**src/rtl/instr_fetch_pkg.sv**
```systemverilog
// Shared widths, FIFO geometry and FSM encoding for the instruction fetch unit.
package fetch_pkg;

    localparam int unsigned ADDR_W     = 8;
    localparam int unsigned INSTR_W    = 16;
    localparam int unsigned FIFO_DEPTH = 2;
    localparam int unsigned CNT_W      = $clog2(FIFO_DEPTH + 1);
    localparam int unsigned PTR_W      = (FIFO_DEPTH > 1) ? $clog2(FIFO_DEPTH) : 1;

    typedef logic [ADDR_W-1:0]  addr_t;
    typedef logic [INSTR_W-1:0] instr_t;
    typedef logic [CNT_W-1:0]   cnt_t;

    // IDLE: free to issue; WAIT: one read in flight; DROP: in-flight read is stale
    typedef enum logic [1:0] {
        IDLE = 2'd0,
        WAIT = 2'd1,
        DROP = 2'd2
    } fetch_state_e;

    typedef struct packed {
        addr_t  addr;
        instr_t instr;
    } fifo_entry_t;

    // Address increment with silent 8-bit wrap.
    function automatic addr_t addr_inc(input addr_t a);
        return a + addr_t'(1);
    endfunction

endpackage

```
**src/rtl/instr_fetch_fifo.sv**
```systemverilog
// Prefetch buffer holding {addr, instr} pairs; supports simultaneous push and pop,
// and a flush that empties it in one cycle.
module prefetch_fifo
    import fetch_pkg::*;
(
    input  logic        clk,
    input  logic        rst,
    input  logic        flush,
    input  logic        push,
    input  fifo_entry_t push_entry,
    input  logic        pop,
    output fifo_entry_t head,
    output cnt_t        count,
    output logic        empty
);

    fifo_entry_t         mem [FIFO_DEPTH];
    logic [PTR_W-1:0]    rd_ptr;
    logic [PTR_W-1:0]    wr_ptr;
    logic                full;
    logic                do_push;
    logic                do_pop;

    assign empty = (count == '0);
    assign full  = (count == cnt_t'(FIFO_DEPTH));

    // A pop frees the head slot in the same cycle, so a push into a full FIFO is
    // legal when it coincides with a pop.
    always_comb begin
        do_pop  = pop & ~empty;
        do_push = push & (~full | do_pop);
    end

    // Pointer and occupancy bookkeeping; flush discards everything buffered.
    always_ff @(posedge clk) begin
        if (rst || flush) begin
            rd_ptr <= '0;
            wr_ptr <= '0;
            count  <= '0;
        end else begin
            if (do_push) begin
                wr_ptr <= wr_ptr + PTR_W'(1);
            end
            if (do_pop) begin
                rd_ptr <= rd_ptr + PTR_W'(1);
            end
            count <= count + cnt_t'(do_push) - cnt_t'(do_pop);
        end
    end

    // Storage array; contents are meaningless while count says empty, so no reset.
    always_ff @(posedge clk) begin
        if (do_push && !flush) begin
            mem[wr_ptr] <= push_entry;
        end
    end

    assign head = mem[rd_ptr];

endmodule

```
**src/rtl/instr_fetch.sv**
```systemverilog
// Instruction fetch unit: prefetches up to two instructions ahead of the control
// unit, delivers them to IR on request, and handles redirects that may land
// while a memory read is still in flight.
module instr_fetch
    import fetch_pkg::*;
(
    input  logic               clk,
    input  logic               rst,
    input  logic               fetch_req,
    input  logic               pc_ld,
    input  logic [ADDR_W-1:0]  pc_in,
    input  logic               halt,
    output logic               im_rd,
    output logic [ADDR_W-1:0]  im_addr,
    input  logic [INSTR_W-1:0] im_data,
    input  logic               im_valid,
    output logic [INSTR_W-1:0] ir_data,
    output logic               ir_wr,
    output logic [ADDR_W-1:0]  pc_out
);

    fetch_state_e state;
    fetch_state_e state_nx;

    addr_t        fpc;
    fifo_entry_t  head;
    fifo_entry_t  push_entry;
    cnt_t         count;
    logic         empty;

    logic         outstanding;
    logic [CNT_W:0] occupancy;
    logic         rsp_ok;
    logic         issue;
    logic         push;
    logic         pop;
    logic         flush;

    // A response can never arrive in the same cycle as its own read strobe, so a
    // valid seen then is left over from an abandoned read and is ignored.
    assign rsp_ok      = im_valid & ~im_rd;
    assign outstanding = (state != IDLE);
    assign occupancy   = {1'b0, count} + (CNT_W+1)'(outstanding);

    assign push_entry.addr  = im_addr;
    assign push_entry.instr = im_data;

    prefetch_fifo u_fifo (
        .clk        (clk),
        .rst        (rst),
        .flush      (flush),
        .push       (push),
        .push_entry (push_entry),
        .pop        (pop),
        .head       (head),
        .count      (count),
        .empty      (empty)
    );

    // FSM state register.
    always_ff @(posedge clk) begin
        if (rst) begin
            state <= IDLE;
        end else begin
            state <= state_nx;
        end
    end

    // FSM next state; a redirect with the response in the same cycle has nothing
    // left to drop, so it returns straight to IDLE.
    always_comb begin
        state_nx = state;
        unique case (state)
            IDLE: begin
                if (issue) begin
                    state_nx = WAIT;
                end
            end
            WAIT: begin
                if (rsp_ok) begin
                    state_nx = IDLE;
                end else if (pc_ld) begin
                    state_nx = DROP;
                end
            end
            DROP: begin
                if (rsp_ok) begin
                    state_nx = IDLE;
                end
            end
            default: state_nx = IDLE;
        endcase
    end

    // FSM outputs: read issue, FIFO push/pop/flush; a redirect overrides all of them.
    always_comb begin
        issue = 1'b0;
        push  = 1'b0;
        pop   = 1'b0;
        flush = pc_ld;
        if (state == IDLE && !halt && !pc_ld &&
            occupancy < (CNT_W+1)'(FIFO_DEPTH)) begin
            issue = 1'b1;
        end
        if (state == WAIT && rsp_ok && !pc_ld) begin
            push = 1'b1;
        end
        if (fetch_req && !empty && !pc_ld) begin
            pop = 1'b1;
        end
    end

    // Registered memory/IR/PC outputs and the fetch pointer.
    always_ff @(posedge clk) begin
        if (rst) begin
            fpc     <= '0;
            pc_out  <= '0;
            im_rd   <= 1'b0;
            im_addr <= '0;
            ir_wr   <= 1'b0;
            ir_data <= '0;
        end else begin
            im_rd <= issue;
            ir_wr <= pop;
            if (issue) begin
                im_addr <= fpc;
                fpc     <= addr_inc(fpc);
            end
            if (pop) begin
                ir_data <= head.instr;
                pc_out  <= addr_inc(head.addr);
            end
            if (pc_ld) begin
                fpc    <= pc_in;
                pc_out <= pc_in;
            end
        end
    end

endmodule

```
**config.mk**
```make
export PLATFORM = sky130hd
export DESIGN_NAME = instr_fetch
export DESIGN_NICKNAME = d
export VERILOG_FILES = /design/src/rtl/instr_fetch_pkg.sv /design/src/rtl/instr_fetch_fifo.sv /design/src/rtl/instr_fetch.sv
export SDC_FILE = /design/constraint.sdc
export NUM_CORES = 1
export LEC_CHECK = 0
export ABC_AREA = 1
export BUFFER_PORTS_ARGS = -buffer_cell sky130_fd_sc_hd__buf_2
export CORE_ASPECT_RATIO = 0.75
export CORE_MARGIN = 5
export CORE_UTILIZATION = 55
export DETAILED_ROUTE_END_ITERATION = 6
export GPL_ROUTABILITY_DRIVEN = 0
export GPL_TIMING_DRIVEN = 0
export HOLD_SLACK_MARGIN = 0.02
export MAX_ROUTING_LAYER = met4
export PLACE_DENSITY = 0.78
export SETUP_SLACK_MARGIN = 0.3
export SYNTH_ARGS = -nofsm -noshare
export SYNTH_HDL_FRONTEND = slang
export SYNTH_SLANG_ARGS = --single-unit
```
**constraint.sdc**
```tcl
create_clock -name clk -period 3.2 [get_ports clk]
set_input_delay 0.8 -clock clk [delete_from_list [all_inputs] [get_ports clk]]
set_output_delay 0.8 -clock clk [all_outputs]
set_load 0.03 [all_outputs]
```
After elaboration in Yosys (flattened, before gate mapping)

Memories as Yosys holds them, arrays and structs flattened. A register that Yosys moved wholly into a read port is not among the register bits.
Index checks and enable logic that the tools add are counted.

Register bits: 48
Bits in writable memories: 48
Input port bits: 30
Output and inout bits: 34
Memories: 1

Memory list:

| memory     | depth | width | rd ports | clocked after memory_dff | write ports | RTL line               | text |
|---|---|---|---|---|---|---|---|
| u_fifo.mem | 2     | 24    | 1        | 1                        | 1           | instr_fetch_fifo.sv:17 | `fifo_entry_t mem [FIFO_DEPTH];` |

Add/subtract/negate cells: 7
$lt $le $gt $ge: 1
Eq/ne operators: 6
Mux-type cells: 16
Bitwise logic cells: 7
Reductions and logical operators: 18

Operators with widths:

| cell                                                        | count |
|---|---|
| 2-to-1 mux 8 bit                                            | 4 |
| adder 8 x 1 -> 8 bit (second input constant)                | 2 |
| logical AND 1 bit                                           | 8 |
| 2-to-1 mux 2 bit                                            | 4 |
| 2-to-1 mux 1 bit                                            | 7 |
| one-hot mux 2 bit (3 select lines)                          | 1 |
| nonzero test 2 bit                                          | 3 |
| == test 2 bit (second input constant)                       | 2 |
| logical NOT 2 bit                                           | 2 |
| inequality test 2 bit (second input constant)               | 2 |
| adder 2 x 1 -> 3 bit                                        | 1 |
| bitwise AND 1 bit                                           | 3 |
| logical NOT 1 bit                                           | 3 |
| less-than comparator 3 x 2 -> 1 bit (second input constant) | 1 |
| inequality test 3 bit (second input constant)               | 1 |
| NOT 1 bit                                                   | 3 |
| AND reduction 3 bit                                         | 1 |
| adder 1 bit (second input constant)                         | 2 |
| adder 2 x 1 -> 2 bit                                        | 1 |
| == test 2 x 1 -> 1 bit (second input constant)              | 1 |
| subtractor 2 x 1 -> 2 bit                                   | 1 |
| logical OR 1 bit                                            | 1 |
| bitwise OR 1 bit                                            | 1 |

Logic depth before layout (Yosys ltp)

Depth in word-level cells: 11
Gate-level depth with buffers: 12

Cells and area by module

From an unflattened synthesis, not the netlist that was laid out.

Cells, all modules: 393
Area, all modules: 4,076.4 sq um

By module, submodules not included:

| module        | instances | cells each | area an instance (sq um) | seq. area each (sq um) |
|---|---|---|---|---|
| prefetch_fifo | 1         | 108        | 2,074.5                  | 1,541.5 |
| instr_fetch   | 1         | 285        | 2,001.9                  | 880.8 |

Worst setup path after synthesis

Ideal clock, no wire load.

Path kind: input port to flip-flop
Start: input port pc_ld
End: memory u_fifo.mem[0][0] in the netlist's numbering, enable pin
Library setup time: 0.405 ns
Data arrival time: 2.227 ns
Required time: 2.795 ns
Slack: 0.569 ns
Stages on the path: 5
Cell sequence: inv_2 > nand3_1 > nor2_1 > nand2_1 > nor2_1

Longest elaborated chain between the ends: 9
Elaborated cells on any way between the ends: 11
Classes of those cells: mux: 4; bitwise: 3; reduce/logical: 4

RTL lines:

| element                                  | RTL line                                                       | text |
|---|---|---|
| from (decl)                              | instr_fetch.sv:10                                              | `input logic pc_ld,` |
| logical NOT 1 bit *                      | instr_fetch_fifo.sv:53, instr_fetch.sv:105, instr_fetch.sv:108 |  |
| logical AND 1 bit                        | instr_fetch.sv:108                                             | `if (fetch_req && !empty && !pc_ld) begin` |
| 2-to-1 mux 1 bit                         | instr_fetch.sv:108                                             |  |
| bitwise AND 1 bit                        | instr_fetch_fifo.sv:30                                         | `do_pop = pop & ~empty;` |
| bitwise OR 1 bit                         | instr_fetch_fifo.sv:31                                         | `do_push = push & (~full \| do_pop);` |
| bitwise AND 1 bit                        | instr_fetch_fifo.sv:31                                         |  |
| logical AND 1 bit *                      | instr_fetch_fifo.sv:53                                         | `if (do_push && !flush) begin` |
| 2-to-1 mux 1 bit *                       | instr_fetch_fifo.sv:53                                         |  |
| 2-to-1 mux 1 bit (not written as such) * | instr_fetch_fifo.sv:54                                         | `mem[wr_ptr] <= push_entry;` |
| to (decl)                                | instr_fetch_fifo.sv:17                                         |  |

Mark *: on every way between the ends. The rest lies on a longest branch, timed or not.

Worst setup path in the final report

Start: input port pc_ld
End: memory u_fifo.mem[0][3] in the netlist's numbering, enable pin

The elaborated chain is that of the path after synthesis.

==> flow_summary.toml <==
[power]
part_of_the_total_power_dissipated_in_sequential_elements_pct = 59.5
totalPowerFinal_mw = 2.25
power.share.combinational_pct = 6.3
total_leakage_power_nw = 1.92
power_switching_share_pct = 25.5
p_per_area_nw_per_um2 = 500
vdd_ir_drop_max_mv = 0.307
p_switching_mw = 0.574
power.internal_mw = 1.68
power.clock.fraction_pct = 34.2

[timing]
max_clock_freq_ghz = 0.487
timing.final.crit_period_ns = 2.05
slew_headroom_pct = 66.9
slew_viol_final = 0
grt_setup_unrepaired = "no"
timing_worst_slew_pin_value_ns = 0.496
timing.final.hold_violations = 0
timing.setup.tns_ns = 0
layout_worst_path_cycle_share_pct = 64.2
finClkSkew_ns = 0.0109
timing.final.setup_violations = 0

[grt]
grt_pass1_vias = 2980
global_route.usage.total_pct = 21.0
initial_antenna_violation_count = 0
grt.overflow.total = 0
grt_start_max_net_pins = 20
grt_first_pass_wirelength_um = 13700

[layout]
syn2layout_area_growth_pct = 17.7
fin_area_um2 = 4500
drive_gt1_share_pct = 21.7
antenna_cells_inserted = 0
leading_cell_type_in_the_layout_fill_and_taps_excluded = "sky130_fd_sc_hd__nand2_1"
finish.net_count = 508
commonest_non_fill_non_tap_cells_in_the_layout = "122 x sky130_fd_sc_hd__nand2_1, 66 x sky130_fd_sc_hd__buf_2, 49 x sky130_fd_sc_hd__dfxtp_1"

[detailed_routing]
drt_first_pass_iters = 4
detailroute.via_count = 3032
antenna_left = 0
finalWirelength_um = 8480
drt-wirelength-per-cell_um = 15.0
viasPerCell = 5.38
detailedRoute.firstIterationViolations = 195
drc = 0

[die]
die-width_um = 106
num_rows = 26
start_util_pct = 56.3
placeableCoreArea_um2 = 6800
floorplan.io_pins = 64
die_height_um = 82.2
fp.dieArea_um2 = 8740

[synthesis]
synth_top_cell_area_share_pct = 37.7
synthTopCellsByArea = "sky130_fd_sc_hd__edfxtp_1 38%, sky130_fd_sc_hd__dfxtp_1 26%, sky130_fd_sc_hd__nand2_1 12%"
synth_warnings = 0
post_synth_instance_area_um2 = 3820
synth_sequential_area_ratio_pct = 63.3
synth.net_count = 432
synth-seq-cells = 97
synth_cell_type_count = 29
synth_area_leader_cell = "sky130_fd_sc_hd__edfxtp_1"
synthCells = 399
avgSynthCellArea_um2 = 9.59

[hold_path]
worstHoldPathCells = 2
worstHoldPathType = "flop to flop"
worst_min_delay_path_endpoint = "pc_out[0]$_SDFFE_PP0P_"
min_from = "pc_out[0]$_SDFFE_PP0P_"

[clock_tree]
worst_skew_pair_later_pin_latency_ns = 0.36
clkTransAtPathRegs_ns = 0.10
root_buffer = "sky130_fd_sc_hd__clkbuf_8"
cts_resized = 0
h-tree-depth = 3
cts_tree = "done"
number_of_clock_buffers_inserted_by_tritoncts = 9
cts-hold-fix-buffers = 0
clock_path_buffers = 2
cts.sink_count = 97
cts_setup_buffers = 0

[placed_design]
port_buffers = 63
dp_hpwl_um = 6100
detailed_place.area_um2 = 4310

[worst_setup_path]
reg_to_reg_setup_timing_slack_ns = 1.27
worstSetupStartpoint = "pc_ld"
worst-path-max-fanout = 18
start_kind = "primary input"
critPathKind = "primary input to flop"
critical_path.endpoint_type = "flop"
worstRegToRegCells = 7
critical_path_required_ns = 3.28
regToRegEndpoint = "u_fifo.count[1]$_SDFF_PP0_"
timing.critical_path.arrival_ns = 2.13
worstReg2RegStart = "u_fifo.count[1]$_SDFF_PP0_"

[job]
maxCapViolations = 0

[outcome]
outcome = "finished, final reports clean"
[kinds of logic (layout without fill, tap and decap cells)]
family          after synthesis  count (layout)  share of synthesized area (%)
simple gates                168             168                           17.8
flops                        97              97                           63.3
compound gates               81              81                           11.8
buf+inv                      48             129                           5.69
fa+ha+maj                     3               3                          0.981
xor+xnor                      2               2                          0.458
[registers in the layout, indices dropped and copies added (netlist names), named ones only]
signal and cells:
pc_out 8, u_fifo.mem 48, ir_data 16, im_rd 1, fpc 8, state 2, u_fifo.rd_ptr 1, ir_wr 1
im_addr 8, u_fifo.wr_ptr 1, u_fifo.count 2
[per-stage QoR]
step                setup WS (ns)  util [%]  hold slack, ns  instances
floorplan                   0.569         -           0.447        399
global placement           -0.212      62.4           0.456        546
detailed placement          0.748      63.3           0.483        548
CTS                          1.13      66.2           0.497        564
global route                 1.01      66.2           0.524        564
finish                       1.15      66.2           0.493        564
[power groups by stage]
stage | sequential (mW) | clock (mW) | combinational [mW]
2_1_floorplan | 1.39 | 0 | 0.0640
3_5_place_dp | 1.37 | 0 | 0.141
3_3_place_gp | 1.37 | 0 | 0.135
5_1_grt | 1.34 | 0.836 | 0.158
4_1_cts | 1.34 | 0.780 | 0.142
6_report | 1.34 | 0.770 | 0.142
[cell usage after synthesis, drive strengths merged]
cell    number
nand2      124
dfxtp       49
edfxtp      48
inv         34
o21ai       34
a21oi       23
nor2        23
a31oi       21
nand3       16
buf          9
clkbuf       5
ha           3
nand4        3
o21bai       2
xor2         2
a21boi       1
nor3         1
or2          1
[area by class of cell]
type	count	area (um2)
flip-flops and latches	97	2420
fillers	522	2300
multi-input cells	254	1190
repair buffers	65	370
inverters	34	130
clock buffers	9	124
well taps	84	105
plain buffers	14	87.6
clock inverters	7	72.6
[critical path, cell delays in order]
cell and delay (ns):
sky130_fd_sc_hd__buf_2 0.14, sky130_fd_sc_hd__inv_2 0.14, sky130_fd_sc_hd__nand3_1 0.09, sky130_fd_sc_hd__nor2_1 0.10, sky130_fd_sc_hd__nand2_1 0.19, sky130_fd_sc_hd__nor2_2 0.44, sky130_fd_sc_hd__buf_16 0.22
[worst max-delay path by stage]
| stage | end | cells past startpoint | slack [ns] |
|---|---|---|---|
| finish | u_fifo.mem[0][3]$_DFFE_PP_ | 7 | 1.15 |
| global route | u_fifo.mem[0][21]$_DFFE_PP_ | 7 | 1.01 |
| CTS | u_fifo.mem[0][21]$_DFFE_PP_ | 7 | 1.13 |
| detailed placement | u_fifo.mem[0][4]$_DFFE_PP_ | 7 | 0.75 |
| global placement | u_fifo.mem[0][4]$_DFFE_PP_ | 6 | -0.21 |
| floorplan | u_fifo.mem[0][0]$_DFFE_PP_ | 5 | 0.57 |
[routing by layer]
metal	vias up	track usage (%)	part of all wire, %
li1	1500	-	-
met5	-	-	0
met4	0	8.93	1.8
met3	15	4.20	5.4
met2	94	34.6	50
met1	1423	25.8	43
Note: power is estimated with default switching activity, not from simulation.
